## src/rtl/inst_fetch_buffer_pkg.sv

```systemverilog
// Shared definitions for the instruction fetch buffer: word width, fetch step,
// FIFO entry layout and a log2 helper for pointer sizing.
package inst_fetch_buffer_pkg;

  localparam int INSTR_W = 32;
  localparam logic [31:0] PC_STEP = 32'd4;
  localparam logic [INSTR_W-1:0] NOP = 32'h0;

  typedef struct packed {
    logic [31:0]        pc;
    logic [INSTR_W-1:0] instr;
  } fetch_entry_t;

  localparam int ENTRY_W = $bits(fetch_entry_t);

  // Smallest n with 2**n >= depth.
  function automatic int depth_log2(input int depth);
    int n;
    n = 0;
    for (int i = 0; i < 31; i++) begin
      if ((1 << i) < depth) n = i + 1;
    end
    return n;
  endfunction

endpackage

```

## src/rtl/inst_fetch_buffer_fetch_fifo.sv

```systemverilog
// Small synchronous FIFO holding fetched {pc, instr} entries. Flush empties it
// in one edge and wins over a concurrent push or pop; head is read combinationally.
module inst_fetch_buffer_fetch_fifo
  import inst_fetch_buffer_pkg::*;
#(
  parameter int DEPTH = 4,
  parameter int WIDTH = ENTRY_W
) (
  input  logic                         clk,
  input  logic                         rst,
  input  logic                         flush_i,
  input  logic                         push_i,
  input  logic [WIDTH-1:0]             push_data_i,
  input  logic                         pop_i,
  output logic [WIDTH-1:0]             head_o,
  output logic                         empty_o,
  output logic [depth_log2(DEPTH):0]   count_o
);

  localparam int AW = depth_log2(DEPTH);
  localparam int CW = AW + 1;

  logic [WIDTH-1:0] mem_q [DEPTH];
  logic [AW-1:0]    wptr_q, wptr_d;
  logic [AW-1:0]    rptr_q, rptr_d;
  logic [CW-1:0]    count_q, count_d;
  logic             do_push, do_pop;
  logic [DEPTH-1:0] wr_en;

  assign empty_o = (count_q == '0);
  assign do_pop  = pop_i && !empty_o;
  // A push into a full FIFO is only accepted when a pop frees a slot this cycle.
  assign do_push = push_i && ((count_q != CW'(DEPTH)) || do_pop);

  always_comb begin
    wptr_d  = wptr_q;
    rptr_d  = rptr_q;
    count_d = count_q;
    if (flush_i) begin
      wptr_d  = '0;
      rptr_d  = '0;
      count_d = '0;
    end else begin
      if (do_push) wptr_d = wptr_q + 1'b1;
      if (do_pop)  rptr_d = rptr_q + 1'b1;
      case ({do_push, do_pop})
        2'b10:   count_d = count_q + 1'b1;
        2'b01:   count_d = count_q - 1'b1;
        default: count_d = count_q;
      endcase
    end
  end

  always_ff @(posedge clk) begin
    if (rst) begin
      wptr_q  <= '0;
      rptr_q  <= '0;
      count_q <= '0;
    end else begin
      wptr_q  <= wptr_d;
      rptr_q  <= rptr_d;
      count_q <= count_d;
    end
  end

  generate
    for (genvar gi = 0; gi < DEPTH; gi++) begin : g_wr_en
      assign wr_en[gi] = !flush_i && do_push && (wptr_q == AW'(gi));
    end
  endgenerate

  always_ff @(posedge clk) begin
    for (int i = 0; i < DEPTH; i++) begin
      if (wr_en[i]) mem_q[i] <= push_data_i;
    end
  end

  assign head_o  = mem_q[rptr_q];
  assign count_o = count_q;

endmodule

```

## src/rtl/inst_fetch_buffer.sv

```systemverilog
// Instruction fetch front end: owns the fetch PC, issues credit-limited reads to a
// 1-cycle instruction RAM and queues {pc, instr} for the core. Macro FETCH_BYPASS_EN
// lets a response reach the outputs in its arrival cycle when the queue is empty.
module inst_fetch_buffer
  import inst_fetch_buffer_pkg::*;
#(
  parameter int          DEPTH    = 4,
  parameter logic [31:0] RESET_PC = 32'h0000_0000
) (
  input  logic               clk,
  input  logic               rst,
  input  logic               redirect,
  input  logic [31:0]        redirect_pc,
  output logic               inst_ram_ena,
  output logic [31:0]        inst_ram_addr,
  input  logic [INSTR_W-1:0] inst_ram_rdata,
  output logic [INSTR_W-1:0] instr,
  output logic [31:0]        instr_pc,
  output logic               instr_valid,
  input  logic               instr_ready
);

  localparam int AW  = depth_log2(DEPTH);
  localparam int CW  = AW + 1;
  localparam int CRW = CW + 1;

  logic [31:0]   fpc_q, fpc_d;
  logic [31:0]   req_pc_q, req_pc_d;
  logic          inflight_q, inflight_d;
  logic [CW-1:0] fifo_count;
  logic          fifo_empty;
  logic          fifo_push, fifo_pop;
  logic          issue, rsp_valid;
  logic [CRW-1:0] credit_used;
  fetch_entry_t  push_entry, head_entry;

  // Queued entries plus the one request in the RAM pipe must fit in the FIFO.
  assign credit_used  = {1'b0, fifo_count} + {{CW{1'b0}}, inflight_q};
  assign issue        = !rst && !redirect && (credit_used < CRW'(DEPTH));
  assign inst_ram_ena  = issue;
  assign inst_ram_addr = fpc_q;

  // A response arriving during a redirect belongs to the old path and is dropped.
  assign rsp_valid  = inflight_q && !redirect && !rst;
  assign push_entry = {req_pc_q, inst_ram_rdata};

  always_comb begin
    fpc_d      = fpc_q;
    req_pc_d   = req_pc_q;
    inflight_d = 1'b0;
    if (redirect) begin
      fpc_d = redirect_pc & ~32'h3;
    end else if (issue) begin
      fpc_d      = fpc_q + PC_STEP;
      req_pc_d   = fpc_q;
      inflight_d = 1'b1;
    end
  end

  always_ff @(posedge clk) begin
    if (rst) begin
      fpc_q      <= RESET_PC;
      req_pc_q   <= '0;
      inflight_q <= 1'b0;
    end else begin
      fpc_q      <= fpc_d;
      req_pc_q   <= req_pc_d;
      inflight_q <= inflight_d;
    end
  end

  assign fifo_pop = !fifo_empty && instr_ready;

`ifdef FETCH_BYPASS_EN
  logic bypass_hit;
  assign bypass_hit  = fifo_empty && rsp_valid;
  // A bypassed word taken by the core in its arrival cycle never enters the FIFO.
  assign fifo_push   = rsp_valid && !(bypass_hit && instr_ready);
  assign instr_valid = !fifo_empty || bypass_hit;

  always_comb begin
    instr    = NOP;
    instr_pc = '0;
    if (!fifo_empty) begin
      instr    = head_entry.instr;
      instr_pc = head_entry.pc;
    end else if (bypass_hit) begin
      instr    = inst_ram_rdata;
      instr_pc = req_pc_q;
    end
  end
`else
  assign fifo_push   = rsp_valid;
  assign instr_valid = !fifo_empty;

  always_comb begin
    instr    = NOP;
    instr_pc = '0;
    if (!fifo_empty) begin
      instr    = head_entry.instr;
      instr_pc = head_entry.pc;
    end
  end
`endif

  inst_fetch_buffer_fetch_fifo #(
    .DEPTH (DEPTH),
    .WIDTH (ENTRY_W)
  ) u_fifo (
    .clk         (clk),
    .rst         (rst),
    .flush_i     (redirect),
    .push_i      (fifo_push),
    .push_data_i (push_entry),
    .pop_i       (fifo_pop),
    .head_o      (head_entry),
    .empty_o     (fifo_empty),
    .count_o     (fifo_count)
  );

endmodule
```

## config.mk

```make
export PLATFORM = sky130hd
export DESIGN_NAME = inst_fetch_buffer
export DESIGN_NICKNAME = d
export VERILOG_FILES = /design/src/rtl/inst_fetch_buffer_pkg.sv /design/src/rtl/inst_fetch_buffer_fetch_fifo.sv /design/src/rtl/inst_fetch_buffer.sv
export SDC_FILE = /design/constraint.sdc
export NUM_CORES = 1
export LEC_CHECK = 0
export CAP_MARGIN = 20
export CORE_AREA = 2 2 176 178
export CTS_BUF_LIST = sky130_fd_sc_hd__clkbuf_8
export DETAILED_ROUTE_END_ITERATION = 7
export DIE_AREA = 0 0 178 180
export PLACE_DENSITY = 0.68
export SYNTH_ARGS = -nofsm -noshare
export SYNTH_HDL_FRONTEND = slang
export SYNTH_HIERARCHICAL = 1
export SYNTH_SLANG_ARGS = --single-unit
```

## constraint.sdc

```tcl
create_clock -name clk -period 10.6 [get_ports clk]
set_input_delay 1.06 -clock clk [delete_from_list [all_inputs] [get_ports clk]]
set_output_delay 1.06 -clock clk [all_outputs]
set_load 0.005 [all_outputs]
```

After elaboration in Yosys (flattened, before gate mapping)
Memory sizes are Yosys's and may differ from the RTL's. A register that Yosys moved wholly into a read port is not among the register bits. Index checks and enable logic that the tools add are counted. Widths: inputs -> output; s select.

Register bits: 72. Input port bits: 68. Bits in writable memories: 256. Logic and storage cells: 72. Memories: 1.

Bitwise operators: 1. Order comparisons: 1. Add/subtract/negate cells: 6. Muxes and demuxes: 25. Reductions and logical operators: 25. Eq/ne operators: 6.

Memory list: u_fifo.mem_q (words 4, width 64, read ports 1, clocked after Yosys merged registers in 1, write ports 1, RTL line inst_fetch_buffer_fetch_fifo.sv:23) `logic [WIDTH-1:0] mem_q [DEPTH];`.

Operator list (number): $mux 64 (3); $reduce_or 64->1 (3); $mux 32 (4); $add 32x3->32 const B (1); $logic_and 1x1->1 (12); $mux 1 (12); $mux 2 (5); $eq 2x2->1 const B (3); $pmux 3 s2 (1); $add 2x1->2 const B (2); $add 3x1->4 (1); $eq 2x1->1 const B (2); $lt 4x3->1 const B (1); $reduce_bool 2->1 (2); $add 3x1->3 const B (1); $logic_not 1->1 (3); $logic_not 3->1 (1); $ne 3x3->1 const B (1); $sub 3x1->3 const B (1); $logic_not 2->1 (1); $reduce_and 2->1 (1); $reduce_or 2->1 (1); $logic_or 1x1->1 (1); $not 1->1 (1).

Longest topological paths before layout
Word-level depth: 14. Depth in mapped cells: 11.

Hierarchy
The synthesis kept the hierarchy.

Modules (own cells, without submodules): inst_fetch_buffer_fetch_fifo (area each 9838.2 µm², cells each 402, times used 1); inst_fetch_buffer (area each 3241.9 µm², cells each 435, times used 1).

Least setup slack after synthesis
Ideal clock, no wire load.

Path type: input-to-reg. From: in redirect. To: mem u_fifo/mem_q[0][0] (netlist bit), enable pin. Data arrival time: 3.499 ns. Required time: 10.171 ns. Stages: 7. Setup slack: 6.672 ns. Cells stage by stage: clkbuf_1 nor2_1 and2_1 buf_6 inv_1 nor3_1 and2_1.

Elaborated cells between the ends (all ways): 26.

RTL lines: start, declared (RTL line inst_fetch_buffer.sv:12) `input logic redirect,`; $logic_not 1->1 (RTL line inst_fetch_buffer.sv:44) `assign rsp_valid = inflight_q && !redirect && !rst;`; $logic_and 1x1->1 (2 in series) (RTL line inst_fetch_buffer.sv:44); named net fifo_push (RTL line inst_fetch_buffer.sv:32) `logic fifo_push, fifo_pop;`; $logic_and 1x1->1 (RTL line inst_fetch_buffer_fetch_fifo.sv:33) `assign do_push = push_i && ((count_q != CW'(DEPTH)) || do_pop);`; $logic_and 1x1->1 (2 in series) (RTL line inst_fetch_buffer_fetch_fifo.sv:68) `assign wr_en[gi] = !flush_i && do_push && (wptr_q == AW'(gi));`; named net u_fifo.wr_en[0] (RTL line inst_fetch_buffer_fetch_fifo.sv:28) `logic [DEPTH-1:0] wr_en;`; $mux 1 (RTL line inst_fetch_buffer_fetch_fifo.sv:74) `if (wr_en[i]) mem_q[i] <= push_data_i;`; $mux 1 (not written as such) (RTL line inst_fetch_buffer_fetch_fifo.sv:74); $mux 1 (no line) (3 in series); end, declared (RTL line inst_fetch_buffer_fetch_fifo.sv:23).

The timed path passes the listed nets, and every way through them passes these cells.

Final worst setup path
From: in redirect. To: out inst_ram_ena.

Cells in the longest elaborated chain, start to end: 3.

RTL lines: $logic_not 1->1 (RTL line inst_fetch_buffer.sv:39) `assign issue = !rst && !redirect && (credit_used < CRW'(DEPTH));`; $logic_and 1x1->1 (2 in series) (RTL line inst_fetch_buffer.sv:39); end, declared (RTL line inst_fetch_buffer.sv:14) `output logic inst_ram_ena,`.

Every way passes these cells.

==> results_dict.tcl <==
set metrics [dict create \
    status "completed" \
    slew_headroom_pct 31.3 \
    hold_viol_final 0 \
    layout.nets 1087 \
    fin_util_pct 52.9 \
    clock_skew_ns 0.0173 \
    grt_first_pass_wirelength_um 41700 \
    syn_inst 837 \
    setup_slack_ns 5.62 \
    final-max-slew-violation-count 0 \
    grt_overflow 0 \
    coreArea_sq_um 30200 \
    vias 7644 \
    crit_type "primary input to primary output" \
    syn_avg_cell_area_sq_um 15.6 \
    async_reset_ff_share_pct 0 \
    worst_hold_slack_ns 0.499 \
    grt_usage_pct 16.6 \
    drt-initial-drc-count 470 \
    insertion_delay_ns 0.57 \
    ir_drop_uv 105 \
    grt_max_degree 66 \
    hpwlAfterDp_um 15400 \
    path_clk_slew_ns 0.06 \
    syn_area_sq_um 13100 \
    holdBufCountCts 0 \
    layout-drive-gt1-share_pct 15.2 \
    cp_data_required_time_ns 9.54 \
    num_rows 64 \
    final_cell_mix "edfxtp_1 (256), clkdlybuf4s50_1 (160), nand2_1 (82)" \
    ctsResizeCount 0 \
    crit_arrival_ns 3.92 \
    antenna_found_initial 1 \
    synth_compound_area_share_pct 5.48 \
    globalplace.congestion 0.818 \
    io_buffers 161 \
    yosys_warnings 6 \
    yosys.area_share.simple_pct 10.1 \
    drtPass1Iterations 5 \
    seq_area_frac_synth_pct 69.5 \
    power.leakage_nw 5.21 \
    wl_um 26600 \
    critPathLaunchType "primary input" \
    die_w_um 178 \
    synth_top_family_by_area "multiplexers" \
    rsz0062_at_grt "false" \
    period_needed_ns 4.98 \
    fmax_mhz 201 \
    hp-class "flip-flop to flip-flop" \
    cts_tree "done" \
    synth_xor_area_share_pct 0.268 \
    clockBufferDepth 3 \
    synthMuxAreaShare_pct 11.3 \
    cts_buffers 53 \
    grt_pass1_vias 7742 \
    dieArea_sq_um 32000 \
    area_delta_synth_final_pct 22.2 \
    yosysTopAreaCell "edfxtp_1" \
    cts_setup_buffers 0 \
    p_per_area_nw_per_um2 156 \
    path_max_fanout 59 \
    layout_commonest_cell "edfxtp_1" \
    vias_per_cell 5.27 \
    n_antenna_cell 0 \
    netlist.area_leader.share_pct 58.8 \
    tightest_slew_ns 1.03 \
    timing.final.crit_share_pct 46.9 \
    synth_area_leaders "edfxtp_1 (59%), mux4_2 (11%), dfxtp_1 (11%)" \
    cts_root_buf "clkbuf_8" \
    final_antenna_net_count 0 \
    wl_per_cell_um 18.4 \
    synth_ff_type "edfxtp_1" \
    setup_viol 0 \
    drc 0 \
    endpoint_kind "primary output" \
    die_h_um 180 \
    ys_types 57 \
    synth_edf_count 256 \
    ios 166 \
    total_power_w 0.00250 \
    synthAdderAreaFrac_pct 0.631 \
    tns_ns 0 \
    ys_seq_elements 326 \
    start_util_pct 43.3 \
    dp_slack_ns 5.63 \
    htreeDepth 2 \
    clkSinkCount 326 \
    maxCapViolCount 0 \
]
==> layer usage <==
metal / wire length (um) / global-route usage, % / up-vias
li1: - / - / 3582
met1: 12200 / 23.7 / 3752
met2: 12400 / 26.0 / 279
met3: 1630 / 3.34 / 29
met4: 367 / 4.59 / 2
met5: 13 / 0 / -
==> cells by family (layout without fill, tap and decap cells) <==
| group | count (synthesis) | in the layout |
|---|---|---|
| flip-flops | 326 | 326 |
| multiplexers | 67 | 67 |
| adder cells (fa/ha/maj) | 6 | 6 |
| XOR/XNOR | 4 | 4 |
| other | 1 | 10 |
| buffers and inverters | 68 | 276 |
| AO/OA/AOI/OAI | 117 | 117 |
| AND/OR/NAND/NOR | 248 | 248 |
==> final timing paths <==
path                                   startpoint                   to  slack [ns]  cells past startpoint
worst max-delay path                     redirect         inst_ram_ena        5.62                      5
worst min-delay path                 req_pc_q[17]         req_pc_q[17]        0.50                      2
worst max register to register  u_fifo/count_o[0]  u_fifo/mem_q[2][36]        7.35                      5
worst min register to register       req_pc_q[17]         req_pc_q[17]        0.50                      2
==> final cells by class <==
cell class | count | area, sq um
fillers | 2508 | 14200
flip-flops and latches | 326 | 9100
multi-input cells | 452 | 3690
repair buffers | 165 | 1640
clock buffers | 59 | 812
well taps | 396 | 495
clock inverters | 37 | 200
inverters | 15 | 56.3
==> sequential cells by signal, indices dropped and copies added, names as in the netlist, named ones only <==
| name | count |
|---|---|
| u_fifo/count_o | 3 |
| inst_ram_addr | 30 |
| u_fifo/wptr_q | 2 |
| req_pc_q | 30 |
| inflight_q | 1 |
| u_fifo/rptr_q | 2 |
| u_fifo/mem_q | 256 |
==> power by group <==
group          switching (W)  internal (W)
combinational      0.0000383     0.0000463
sequential         0.0000172       0.00139
clock               0.000475      0.000538
==> per-stage QoR <==
step,area (sq um),std cells
floorplan,13100,846
global placement,15000,1354
detailed placement,15000,1354
CTS,16000,1450
global route,16000,1450
finish,16000,1450
==> Yosys cell counts (4+ instances only) <==
cell and number:
nor3_1 5, nand4_1 16, buf_2 14, and3_1 9
o211ai_1 5, o21bai_1 5, nor2_1 20, buf_6 9
edfxtp_1 256, a31oi_1 14, clkbuf_1 23, nand3_1 15
ha_1 5, nor2b_1 65, nand2b_1 4, nand2_1 82
or4_1 6, a21oi_1 56, mux4_2 64, or3_1 4
inv_1 14, o21ai_0 13, a2bb2oi_1 4, dfxtp_1 70
and2_1 8
==> worst max-delay path, cell delays in order <==
cell,delay (ns)
clkdlybuf4s50_1,0.39
buf_4,0.25
or4_4,0.87
inv_2,0.66
clkdlybuf4s50_1,0.64
No activity file was read; power rests on OpenSTA's default activity.
